File: config.mk
export PLATFORM = sky130hd
export DESIGN_NAME = demux_3bit_1to5_reg
export DESIGN_NICKNAME = d
export VERILOG_FILES = /design/src/rtl/demux_3bit_1to5_reg.sv
export SDC_FILE = /design/constraint.sdc
export NUM_CORES = 1
export LEC_CHECK = 0
export ABC_AREA = 1
export BUFFER_PORTS_ARGS = -buffer_cell sky130_fd_sc_hd__buf_2
export CAP_MARGIN = 30
export CORE_UTILIZATION = 50
export CTS_BUF_LIST = sky130_fd_sc_hd__clkbuf_4
export CTS_CLUSTER_SIZE = 8
export DETAILED_ROUTE_END_ITERATION = 8
export PLACE_DENSITY_LB_ADDON = 0.12
export SLEW_MARGIN = 30
export SYNTH_ARGS = -nofsm -noshare
export SYNTH_HDL_FRONTEND = slang
export SYNTH_SLANG_ARGS = --single-unit
File: constraint.sdc
create_clock -name clock -period 1.4 [get_ports clock]
set_clock_uncertainty 0.15 [all_clocks]
set_input_delay 0.07 -clock clock [delete_from_list [all_inputs] [get_ports clock]]
set_output_delay 0.07 -clock clock [all_outputs]
set_load 0.05 [all_outputs]
File: src/rtl/demux_3bit_1to5_reg.sv
// Registered 1-to-5 demultiplexer steering a 3-bit value into slots U..Y.
// Define DEMUX_SEQ_LOAD_EN to add the sequential-load mode (LOAD/DONE states, pointer).
module demux_3bit_1to5_reg (
  input  logic       clock,
  input  logic       reset,
  input  logic [2:0] data_in,
  input  logic [2:0] sel,
  input  logic       wr_en,
  input  logic       seq_start,
  output logic [2:0] out_u,
  output logic [2:0] out_v,
  output logic [2:0] out_w,
  output logic [2:0] out_x,
  output logic [2:0] out_y,
  output logic       wr_ack,
  output logic       seq_busy,
  output logic       seq_done
);

  localparam int unsigned DW = 3;
  localparam int unsigned NSLOT = 5;
  localparam int unsigned PW = 3;
  localparam logic [PW-1:0] LAST_PTR = PW'(NSLOT - 1);

  logic [PW-1:0]    sel_idx;
  logic [PW-1:0]    wr_idx;
  logic             wr_go;
  logic [NSLOT-1:0] slot_we;

  // sel[2] overrides the low bits so 1xx all map to Y, as the selector reads them
  assign sel_idx = sel[2] ? LAST_PTR : {1'b0, sel[1:0]};

`ifdef DEMUX_SEQ_LOAD_EN
  typedef enum logic [1:0] {IDLE, LOAD, DONE} state_t;

  state_t        state;
  logic [PW-1:0] ptr;

  always_comb begin
    wr_go  = 1'b0;
    wr_idx = sel_idx;
    unique case (state)
      IDLE: begin
        wr_go  = wr_en && !seq_start;
        wr_idx = sel_idx;
      end
      LOAD: begin
        wr_go  = wr_en;
        wr_idx = ptr;
      end
      default: begin
        wr_go  = 1'b0;
        wr_idx = sel_idx;
      end
    endcase
  end

  // Sequencer: state, pointer and all handshake outputs
  always_ff @(posedge clock) begin
    if (reset) begin
      state    <= IDLE;
      ptr      <= '0;
      wr_ack   <= 1'b0;
      seq_busy <= 1'b0;
      seq_done <= 1'b0;
    end else begin
      wr_ack   <= wr_go;
      seq_done <= 1'b0;
      unique case (state)
        IDLE: begin
          if (seq_start) begin
            state    <= LOAD;
            ptr      <= '0;
            seq_busy <= 1'b1;
          end
        end
        LOAD: begin
          if (wr_en) begin
            if (ptr == LAST_PTR) begin
              state    <= DONE;
              seq_busy <= 1'b0;
              seq_done <= 1'b1;
            end else begin
              ptr <= ptr + PW'(1);
            end
          end
        end
        default: begin
          state <= IDLE;
        end
      endcase
    end
  end
`else
  logic unused_seq_start;

  assign unused_seq_start = seq_start;
  assign wr_go            = wr_en;
  assign wr_idx           = sel_idx;
  assign seq_busy         = 1'b0;
  assign seq_done         = 1'b0;

  always_ff @(posedge clock) begin
    if (reset) begin
      wr_ack <= 1'b0;
    end else begin
      wr_ack <= wr_go;
    end
  end
`endif

  // One-hot slot write enable; at most one slot changes per cycle
  always_comb begin
    slot_we = '0;
    if (wr_go) begin
      unique case (wr_idx)
        3'd0:    slot_we[0] = 1'b1;
        3'd1:    slot_we[1] = 1'b1;
        3'd2:    slot_we[2] = 1'b1;
        3'd3:    slot_we[3] = 1'b1;
        default: slot_we[4] = 1'b1;
      endcase
    end
  end

  always_ff @(posedge clock) begin
    if (reset) begin
      out_u <= '0;
      out_v <= '0;
      out_w <= '0;
      out_x <= '0;
      out_y <= '0;
    end else begin
      if (slot_we[0]) out_u <= DW'(data_in);
      if (slot_we[1]) out_v <= DW'(data_in);
      if (slot_we[2]) out_w <= DW'(data_in);
      if (slot_we[3]) out_x <= DW'(data_in);
      if (slot_we[4]) out_y <= DW'(data_in);
    end
  end

endmodule
; After elaboration in Yosys (flattened, before gate mapping)
; Cells that the tools add are included.
; Widths: inputs -> output; s select.
[word_totals]
regBits = 16
input_bits = 10
output_inout_bits = 18
elab_cells = 18
[op_classes]
eq_ne = 3
n_mux = 7
n_reduce_logical = 2
[op_table]
columns = op, count
row1 = $eq 3x2->1 const B, 2
row2 = $mux 1, 5
row3 = $mux 5, 1
row4 = $reduce_or 4->1, 1
row5 = $eq 3x1->1 const B, 1
row6 = $logic_not 3->1, 1
row7 = $mux 3, 1

; Depth between registers and ports, before layout
[depth]
word_depth = 5
depth_mapped = 6

; Worst setup path before layout
; Ideal clock, no wire load.
[synth_timing]
path_type = reg-to-reg
start = register out_x[2] (netlist name)
end = register out_x[2]
arrival_time_ps = 858
required_time_ps = 1186
setup_slack_ps = 329
stages_incl_launch_ff = 5
path_buffers = 0
synth_period_minus_slack_ps = 1071
path_cell_list = dfxtp_1 -> inv_1 -> nand2_1 -> nand2_1 -> nor2_1
[synth_rtl]
columns = item, line_no
row1 = end signal: assignment, 137  ; if (slot_we[3]) out_x <= DW'(data_in);
row2 = end: declaration, 13  ; output logic [2:0] out_x,

; Worst setup path after layout
[layout_timing]
start = input sel[0]
end = register out_u[2]
[layout_between]
elab_chain_cells = 4
[layout_lines]
columns = item, line_no
row1 = start: declaration, 7  ; input logic [2:0] sel,
row2 = $mux 3, 31  ; assign sel_idx = sel[2] ? LAST_PTR : {1'b0, sel[1:0]};
row3 = $logic_not 3->1, 116  ; unique case (wr_idx)
row4 = $mux 1, 116
row5 = $mux 5, 115  ; if (wr_go) begin
row6 = end signal: assignment, 134  ; if (slot_we[0]) out_u <= DW'(data_in);
row7 = end: declaration, 10  ; output logic [2:0] out_u,
; No other way between the ends.
; A chain may end at the register's enable or synchronous reset.

==> load_flow_metrics.sql <==
INSERT INTO impl_metrics (metric_group, metric, value, unit) VALUES
('die', 'fp.dieArea', '1510', 'sq um'),
('grt', 'grt_use_total', '24.9', '%'),
('worst_setup_path', 'crit_path_frequent_cell', 'nor2_1', ''),
('logic_synthesis', 'ys_seq_elements', '16', ''),
('route', 'drt-total-wl', '1.56', 'mm'),
('worst_setup_path', 'slowest_stage', 'dlygate4sd3_1', ''),
('route', 'first_pass_iters', '4', ''),
('cts', 'clock_tree.htree_level_count', '1', ''),
('logic_synthesis', 'area_fraction_in_and_or_nand_and_nor_cells_after_synthesis', '36.1', '%'),
('run_status', 'run_status', 'completed', ''),
('cts', 'cts.sinks', '16', ''),
('sta', 'unrepaired_setup_endpoints_after_global_routing', 'no', ''),
('worst_setup_path', 'endpoint_type_of_the_worst_setup_path', 'flop', ''),
('route', 'detail_route.wl_per_cell', '11.0', 'microns'),
('route', 'drc', '0', ''),
('grt', 'globalRouteOverflowTotal', '0', ''),
('sta', 'post_route_fraction_of_the_period_consumed_by_the_critical_path', '92.0', '%'),
('cts', 'numCtsBuffers', '3', ''),
('logic_synthesis', 'synth_top_family_by_area', 'simple AND/OR/NAND/NOR gates', ''),
('logic_synthesis', 'postSynthAreaPerCell', '7.08', 'sq um'),
('logic_synthesis', 'synth.yosys.seq_area_share', '47.1', '%'),
('sta', 'clock.fmax', '0.776', 'GHz'),
('logic_synthesis', 'synth_cells', '96', ''),
('grt', 'global_route_wire_length_before_repair', '2.48', 'mm'),
('placed_design', 'detailedPlacementHpwl', '1.07', 'mm'),
('grt', 'antenna_violations_before_repair', '0', ''),
('sta', 'slew_viol_final', '0', ''),
('die', 'std_cell_core_area', '1190', 'sq um'),
('power', 'leakagePower', '0.478', 'nW'),
('logic_synthesis', 'synth.area.mux_share', '0', '%'),
('die', 'placement_rows', '12', ''),
('sta', 'finalHoldViolations', '0', ''),
('cts', 'clk-insertion-delay-late', '0.28', 'ns'),
('cells_and_area', 'area_growth_syn_to_layout', '30.6', '%'),
('grt', 'grt_max_degree', '16', ''),
('cells_and_area', 'antennaDiodeCount', '0', ''),
('cts', 'clk_transition_reported_paths', '0.10', 'ns'),
('cts', 'tritoncts', 'yes', ''),
('logic_synthesis', 'synth_compound_gate_area_share', '6.63', '%'),
('cts', 'cts_setup_buffers', '0', ''),
('worst_setup_path', 'path_max_fanout', '6', ''),
('logic_synthesis', 'post_synthesis_instance_area', '679', 'sq um'),
('cts', 'cts_resized', '0', ''),
('cts', 'clock_root_buffer_master', 'clkbuf_4', ''),
('cts', 'clock_tree.buffer_depth', '2', ''),
('sta', 'fin_setup_tns', '0', 'ns'),
('worst_hold_path', 'min_delay_path_depth', '4', ''),
('worst_hold_path', 'holdCritPathClass', 'in2reg', ''),
('die', 'floorplan.die.height', '38.9', 'microns'),
('route', 'post_drt_via_cell_ratio', '4.74', ''),
('worst_setup_path', 'critical_path_required', '1.43', 'ns'),
('cells_and_area', 'layout_cells_sized_above_1', '26.6', '%'),
('worst_setup_path', 'worst_r2r_path_depth', '4', ''),
('placed_design', 'gp_routability_congestion', '0.742', ''),
('die', 'die_boundary_width', '38.9', 'microns'),
('die', 'boundaryPins', '28', ''),
('sta', 'setup_viol', '0', ''),
('power', 'power-per-cell-area', '1050', 'nW/um^2'),
('placed_design', 'io_buffer_count', '24', ''),
('route', 'route.antenna.remaining_nets', '0', ''),
('route', 'first_iter_violations', '27', ''),
('logic_synthesis', 'synth-adder-area-share', '0', '%'),
('worst_setup_path', 'timing.critical_path.slowest_cell_delay', '0.53', 'ns'),
('worst_setup_path', 'crit_type', 'in2reg', ''),
('worst_setup_path', 'critical_path_arrival', '1.32', 'ns'),
('power', 'p_total', '0.935', 'mW'),
('die', 'floorplan.initialDensity', '57.3', '%'),
('logic_synthesis', 'synth-warning-count', '0', ''),
('worst_setup_path', 'type_of_origin_of_the_critical_path', 'input pin', ''),
('grt', 'grt_pass1_vias', '591', ''),
('worst_setup_path', 'critical_path.cell_chain', 'dlygate4sd3_1 -> buf_2 -> nor2_1 -> nand3_1 -> nand2_1 -> nor2_1', ''),
('power', 'vdd_ir_drop_max', '0.623', 'mV'),
('job', 'maxCapViolCount', '0', ''),
('logic_synthesis', 'post_synth_xor_xnor_area', '0', '%'),
('cells_and_area', 'fin_nets', '139', ''),
('route', 'routed-via-count', '673', ''),
('logic_synthesis', 'synth_cell_type_count', '15', ''),
('sta', 'min_period', '1.29', 'ns');
critical path, delay by kind of cell:
family	cells	cell delay (ns)
buf+inv	2	0.69
simple gates	4	0.56
state kept, by name, summed over array words and instances, names as in the netlist:
signal,count
out_y,3
out_x,3
out_w,3
wr_ack,1
out_v,3
out_u,3
final timing paths:
path | from | slack, ns | endpoint
worst max-delay path | sel[0] | 0.11 | out_u[2]
worst min-delay path | sel[1] | 0.01 | out_w[0]
worst max register to register | out_x[2] | 0.58 | out_x[2]
worst min register to register | out_v[1] | 0.34 | out_v[1]
timing repair:
item / in CTS / in global routing
hold buffers: 6 / 0
hold endpoints to repair: 8 / 0
endpoints found under the setup margin: 0 / 0
metal layers:
layer	GRT usage, %	vias up	wire length [microns]
met3	3.47	4	83
met2	41.7	31	803
li1	-	356	-
met1	29.8	282	659
met5	0	-	0
met4	14.7	0	17
metrics by stage:
| step | utilization (%) | cells | setup slack, ns | hold WS (ns) | area [sq um] |
|---|---|---|---|---|---|
| final | 74.8 | 142 | 0.112 | 0.0110 | 887 |
| after detailed placement | 67.5 | 132 | 0.379 | 0.107 | 801 |
| after CTS | 74.8 | 142 | 0.131 | 0.0116 | 887 |
| after floorplan | - | 97 | 0.329 | -0.00762 | 683 |
| after global placement | 67.5 | 132 | 0.408 | 0.0997 | 801 |
| after global routing | 74.8 | 142 | 0.0434 | 0.0354 | 887 |
power breakdown:
group	switching (mW)	total (mW)	internal, mW
Combinational	0.149	0.203	0.0541
Sequential	0.00925	0.483	0.474
Clock	0.146	0.249	0.103
Total	0.304	0.935	0.632
Yosys cell counts, drive strengths merged:
cell	instances	area [sq um]
nor2	26	115
nand2	21	78.8
dfxtp	16	320
inv	12	45.0
a21oi	6	30.0
nand3	4	20.0
nand4	4	31.3
buf	3	20.0
o21ai	3	15.0
conb	1	3.75
cells by family (layout without fill, tap and decap cells):
kind of cell,Yosys count,count (layout)
AND/OR/NAND/NOR,55,55
flip-flops,16,16
buffers and inverters,15,46
AO/OA/AOI/OAI,9,9
other,1,2
final cells by class:
cell class / instances / area, sq um
clock buffer: 3 / 22.5
inverter: 12 / 45.0
clock inverter: 1 / 3.75
sequential: 16 / 320
timing repair buffer: 30 / 180
multi-input combinational: 66 / 298
fill: 104 / 299
tap: 14 / 17.5
cells in the final DEF (no fill, tap or decap), drive strengths merged:
cell type,instances
o21ai,3
dfxtp,16
inv,12
nor2,26
clkbuf,3
nand4,4
nand2,21
dlygate4sd3,6
clkinv,1
buf,24
conb,2
nand3,4
a21oi,6
No activity file was read; power rests on OpenSTA's default activity.
